### src/rtl/mem_arbiter.sv
// Round-robin arbiter sharing one memory request/response port between the
// instruction cache (ic) and data cache (dc); one transaction in flight at a time.
module mem_arbiter #(
    parameter int unsigned MEM_ADDR_BITS = 28,
    parameter int unsigned MEM_DATA_BITS = 128,
    parameter int unsigned READ_BEATS    = 4
) (
    input  logic                       clk,
    input  logic                       reset,
    input  logic                       ic_req_valid,
    output logic                       ic_req_ready,
    input  logic [MEM_ADDR_BITS-1:0]   ic_req_addr,
    input  logic                       ic_req_rw,
    input  logic                       ic_req_data_valid,
    output logic                       ic_req_data_ready,
    input  logic [MEM_DATA_BITS-1:0]   ic_req_data_bits,
    input  logic [MEM_DATA_BITS/8-1:0] ic_req_data_mask,
    output logic                       ic_resp_valid,
    output logic [MEM_DATA_BITS-1:0]   ic_resp_data,
    input  logic                       dc_req_valid,
    output logic                       dc_req_ready,
    input  logic [MEM_ADDR_BITS-1:0]   dc_req_addr,
    input  logic                       dc_req_rw,
    input  logic                       dc_req_data_valid,
    output logic                       dc_req_data_ready,
    input  logic [MEM_DATA_BITS-1:0]   dc_req_data_bits,
    input  logic [MEM_DATA_BITS/8-1:0] dc_req_data_mask,
    output logic                       dc_resp_valid,
    output logic [MEM_DATA_BITS-1:0]   dc_resp_data,
    output logic                       mem_req_valid,
    input  logic                       mem_req_ready,
    output logic [MEM_ADDR_BITS-1:0]   mem_req_addr,
    output logic                       mem_req_rw,
    output logic                       mem_req_data_valid,
    input  logic                       mem_req_data_ready,
    output logic [MEM_DATA_BITS-1:0]   mem_req_data_bits,
    output logic [MEM_DATA_BITS/8-1:0] mem_req_data_mask,
    input  logic                       mem_resp_valid,
    input  logic [MEM_DATA_BITS-1:0]   mem_resp_data
);

    localparam int unsigned CntW = $clog2(READ_BEATS) + 1;
    localparam logic [CntW-1:0] LastBeat = CntW'(READ_BEATS - 1);

    typedef enum logic [1:0] {StIdle, StWdata, StRdresp} state_e;

    state_e          state_q, state_d;
    logic            owner_q, owner_d;           // 0 = ic, 1 = dc
    logic            last_grant_q, last_grant_d;
    logic [CntW-1:0] count_q, count_d;

    logic                       any_req, win, sel;
    logic [MEM_ADDR_BITS-1:0]   sel_addr;
    logic                       sel_rw, sel_dvalid;
    logic [MEM_DATA_BITS-1:0]   sel_dbits;
    logic [MEM_DATA_BITS/8-1:0] sel_dmask;

    // dc wins when alone, or on a tie when ic had the previous grant
    always_comb begin
        any_req    = ic_req_valid | dc_req_valid;
        win        = dc_req_valid & (~ic_req_valid | ~last_grant_q);
        sel        = (state_q == StIdle) ? win : owner_q;
        sel_addr   = sel ? dc_req_addr       : ic_req_addr;
        sel_rw     = sel ? dc_req_rw         : ic_req_rw;
        sel_dvalid = sel ? dc_req_data_valid : ic_req_data_valid;
        sel_dbits  = sel ? dc_req_data_bits  : ic_req_data_bits;
        sel_dmask  = sel ? dc_req_data_mask  : ic_req_data_mask;
    end

    always_comb begin
        state_d      = state_q;
        owner_d      = owner_q;
        last_grant_d = last_grant_q;
        count_d      = count_q;
        unique case (state_q)
            StIdle: begin
                if (any_req && mem_req_ready) begin
                    owner_d      = win;
                    last_grant_d = win;
                    if (!sel_rw) begin
                        state_d = StRdresp;
                        count_d = '0;
                    end else if (!(sel_dvalid && mem_req_data_ready)) begin
                        state_d = StWdata;
                    end
                end
            end
            StWdata: begin
                if (sel_dvalid && mem_req_data_ready) state_d = StIdle;
            end
            StRdresp: begin
                if (mem_resp_valid) begin
                    if (count_q == LastBeat) begin
                        state_d = StIdle;
                        count_d = '0;
                    end else begin
                        count_d = count_q + 1'b1;
                    end
                end
            end
            default: state_d = StIdle;
        endcase
    end

    // Outputs are forced low while reset is held so an abort is visible at once
    always_comb begin
        ic_req_ready       = 1'b0;
        ic_req_data_ready  = 1'b0;
        ic_resp_valid      = 1'b0;
        ic_resp_data       = '0;
        dc_req_ready       = 1'b0;
        dc_req_data_ready  = 1'b0;
        dc_resp_valid      = 1'b0;
        dc_resp_data       = '0;
        mem_req_valid      = 1'b0;
        mem_req_addr       = '0;
        mem_req_rw         = 1'b0;
        mem_req_data_valid = 1'b0;
        mem_req_data_bits  = '0;
        mem_req_data_mask  = '0;
        if (reset) begin
            ic_resp_data = mem_resp_data;
            dc_resp_data = mem_resp_data;
            unique case (state_q)
                StIdle: begin
                    if (any_req) begin
                        mem_req_valid      = 1'b1;
                        mem_req_addr       = sel_addr;
                        mem_req_rw         = sel_rw;
                        mem_req_data_valid = sel_dvalid;
                        mem_req_data_bits  = sel_dbits;
                        mem_req_data_mask  = sel_dmask;
                        if (sel) begin
                            dc_req_ready      = mem_req_ready;
                            dc_req_data_ready = mem_req_data_ready;
                        end else begin
                            ic_req_ready      = mem_req_ready;
                            ic_req_data_ready = mem_req_data_ready;
                        end
                    end
                end
                StWdata: begin
                    mem_req_data_valid = sel_dvalid;
                    mem_req_data_bits  = sel_dbits;
                    mem_req_data_mask  = sel_dmask;
                    if (owner_q) dc_req_data_ready = mem_req_data_ready;
                    else         ic_req_data_ready = mem_req_data_ready;
                end
                StRdresp: begin
                    if (owner_q) dc_resp_valid = mem_resp_valid;
                    else         ic_resp_valid = mem_resp_valid;
                end
                default: ;
            endcase
        end
    end

    always_ff @(posedge clk or negedge reset) begin
        if (!reset) begin
            state_q      <= StIdle;
            owner_q      <= 1'b0;
            last_grant_q <= 1'b0;
            count_q      <= '0;
        end else begin
            state_q      <= state_d;
            owner_q      <= owner_d;
            last_grant_q <= last_grant_d;
            count_q      <= count_d;
        end
    end

endmodule
### config.mk
export PLATFORM = sky130hd
export DESIGN_NAME = mem_arbiter
export DESIGN_NICKNAME = d
export VERILOG_FILES = /design/src/rtl/mem_arbiter.sv
export SDC_FILE = /design/constraint.sdc
export NUM_CORES = 1
export LEC_CHECK = 0
export ABC_AREA = 0
export CORE_AREA = 2 2 359 361
export DETAILED_ROUTE_END_ITERATION = 7
export DIE_AREA = 0 0 361 363
export PLACE_DENSITY = 0.3
export SYNTH_ARGS = -nofsm -noshare
export SYNTH_HDL_FRONTEND = slang
export SYNTH_SLANG_ARGS = --single-unit
### constraint.sdc
create_clock -name clk -period 2.2 [get_ports clk]
set_input_delay 0.22 -clock clk [delete_from_list [all_inputs] [get_ports clk]]
set_output_delay 0.22 -clock clk [all_outputs]
set_load 0.005 [all_outputs]
==> impl_results.md <==
- Vias in the first global route: approximately 11k
- Unrepaired setup endpoints after global routing: yes
- Final setup viols: 174
- Peak VDD IR: around 0.36 mV
- Pwr Density: between 900 and 1000 nW/µm²
- Crit Path Category: register to output port
- Pre-Repair DR Iteration Count: 4
- Clock group share of total power: about 1.5%
- Routed Antenna Nets: 0
- Ys Warns: 0
- CP required: about 2.0 ns
- CP Capture Type: output port
- Max-Cap Viols: 0
- Root buffer cell: clkbuf_16
- Routability cong.: about 0.83
- Synth Area in Compound Gates: a little over a fifth
- Largest family of logic cells by synthesized area: simple AND/OR/NAND/NOR gates
- Layout Utilization: between 10% and 20%
- Ports: 920
- Clock sinks: 6
- Gr usage total: between 10% and 20%
- Syn_nets: 1393
- Pint: 10.3 mW
- Gate count after technology mapping: between 900 and 1k
- XOR/XNOR Fraction of Synth Area: 0%
- Initial antenna violation count: 35
- Status: finished with violations
- Final nets: between 2k and 2.5k
- Slew at the pin closest to its max-slew limit: 0.428 ns
- Routed via count: approximately 10k
- CTS tree: done
- Grt ovf: 0
- Layout Skew: about 0.0024 ns
- Final setup margin: -0.273 ns
- Seq cells post-synth: 6
- Worst R2R Setup Slack: -0.10 ns
- CP arrival: around 2.3 ns
- Post-synthesis sequential area ratio: 3.11%
- Worst slew margin: around 71%
- Area contributors post-synth: nand2_1 27%, buf_4 22%, a21oi_1 18%
- Worst-skew pair later-pin latency: 0.23 ns
- Failing checks: negative setup slack
- Synth Area in Simple Gates: a little under half
- HP Class: input port to asynchronous set/reset pin
- Initial DRC count: approximately 370
- Share of synthesized registers carrying an async set or reset: 100%
- Final instance area: between 20000 and 25000 µm²
- Hpwl dp: 84100 µm
- Final TNS setup: -24.31 ns
- Post-Syn Area: just under 5000 µm²
- Post-synth EDFFs: 0
- Largest area contributor in the netlist: nand2_1
- Hold Violations, Final: 0
- CP Launch Type: register
- Full die area: approximately 130000 µm²
- Most instantiated cells after synthesis: 351 x nand2_1, 174 x a21oi_1, 140 x buf_4
- Syn Area/Cell: 5.31 µm²
- CP Max Fanout: 6
- Detailed Route WL: ~100000 µm
- Cell with the most instances after synthesis: nand2_1
- Fin crit period: around 2.5 ns
- Die X: between 300 and 400 µm
- Max Fclk: ~400 MHz
- Layout cell share with drive strength beyond 1: between 40% and 50%
- Flop pwr share: around 1%
- CTS Buffer Depth: 2
- Reg2Reg Depth: 9
- Max-slew violations: 0
- Port bufs: approximately 900
- Mux contribution to synthesized area: about 1.0%
- Net Switching: roughly 9.2 mW
- Core Area: 127000 µm²
- Vias per inst: slightly below 3
- CTS buffer count: 3
- Switching part of the total power: a little under half
- # rows: around 130
- R2R Path End: state_q[0]
- Top FF cell, synth: dfrtp_1
- Clk slew on worst S/H paths: ~0.040 ns
- Cts-stage hold buffer count: 0
- Comb pwr share: 97.5%
- Overall die height: about 360 µm
- Unique masters post-synth: 38
- Fill cells: about 14k
- Total power: between 15 and 20 mW
- Area grow syn2layout: 330%
- Synth top area share: a little over a quarter
- Synth Area in Adders: less than 1%
- Post-route DRC: 0
- Pin count of the biggest net entering global routing: 108
- FF-to-FF Start: state_q[1]
- H-tree depth: 1
- DP Area: between 15000 and 20000 µm²
- Final worst path period share: 112%
- Initial core utilization: 3.80%
- Routed length per instance: approximately 28 µm
- First-pass GRT wire length: between 100000 and 150000 µm
- Pleak: just over 8 nW
[worst max-delay path, stage by stage, from the launching register on]
cell,delay (ns)
dfrtp_1,0.40
nor2_4,0.18
buf_6,0.12
mux2_8,0.40
buf_12,0.16
buf_8,0.12
mux2_4,0.33
nor2b_4,0.15
buf_12,0.13
[kinds of logic (layout without fill, tap and decap cells)]
group / Yosys count / in the layout
compound gates: 192 / 192
fa+ha+maj: 1 / 1
buf+inv: 205 / 1156
flops: 6 / 6
mux: 3 / 3
other cells: 0 / 4
simple gates: 502 / 502
[area by class of cell]
type	instances	area (µm²)	area share, %
multi-input cells	698	5970	28.8
repair buffers	1150	12500	60.0
flip-flops and latches	6	150	0.723
clock buffers	3	75.1	0.362
inverters	3	13.8	0.0663
well taps	1662	2080	10.0
diodes	4	10.0	0.0482
[routing by layer]
layer / GRT usage (%) / share of wire (%) / vias up
li1: - / - / 4695
met5: 0 / 0.21 / -
met3: 5.19 / 9.2 / 101
met1: 17.4 / 42 / 4894
met4: 1.08 / 1.2 / 32
met2: 23.3 / 47 / 565
[repair_timing]
action	4_1_cts	5_1_grt
setup endpoints to repair	177	175
buffers inserted	69	67
pin swaps	80	197
resized for setup	757	597
cloned	15	11
[cells in the final DEF (no fill, tap or decap), types with 2 or more instances in the layout]
cell,n
clkbuf_16,13
a21oi_4,73
nand2_2,96
dlygate4sd2_1,4
nand2b_1,2
dlymetal6s2s_1,4
buf_12,88
a21oi_1,4
and4_1,2
o21ai_0,3
o211ai_1,3
clkdlybuf4s50_1,727
nand3_1,3
dfrtp_1,6
nor2_1,3
nor2b_1,2
buf_8,23
nand4_1,2
clkbuf_2,5
inv_1,2
a21oi_2,97
buf_16,14
and2_1,128
o31a_1,3
diode_2,4
nand2_1,108
nand2_4,144
nand2_8,3
buf_2,68
buf_4,92
nor2_4,3
buf_6,114
[how the worst max path moves through the flow]
| stage | from | end | slack, ns | depth (start not counted) |
|---|---|---|---|---|
| final | state_q[1] | mem_req_data_valid | -0.27 | 8 |
| after global routing | state_q[1] | mem_req_data_mask[14] | -0.37 | 11 |
| after CTS | state_q[0] | mem_req_data_bits[105] | -0.40 | 8 |
| after detailed placement | dc_req_valid | mem_req_data_mask[9] | -0.99 | 9 |
| after global placement | dc_req_valid | mem_req_data_mask[9] | -0.98 | 9 |
| after floorplan | state_q[1] | mem_req_addr[0] | 0.44 | 6 |
[sequential cells by signal (all words and copies together), names as in the netlist]
signal        flops
last_grant_q      1
state_q           2
count_q           3
[metrics by stage]
step	hold WS, ns	instances	worst slack (ns)
detailed placement	0.352	3397	-0.992
CTS	0.109	3474	-0.404
global route	0.129	3522	-0.368
finish	0.0817	3526	-0.273
global placement	0.373	3397	-0.977
floorplan	-0.0756	909	0.441
[power groups by stage]
stage / Clock [mW] / Combinational, mW / Sequential, mW
final: 0.300 / 19.0 / 0.194
after global routing: 0.312 / 20.0 / 0.205
after CTS: 0.304 / 14.8 / 0.197
after detailed placement: 0 / 9.85 / 0.194
after global placement: 0 / 9.95 / 0.196
after floorplan: 0 / 3.43 / 0.191
Note: power is estimated with default switching activity, not from simulation.
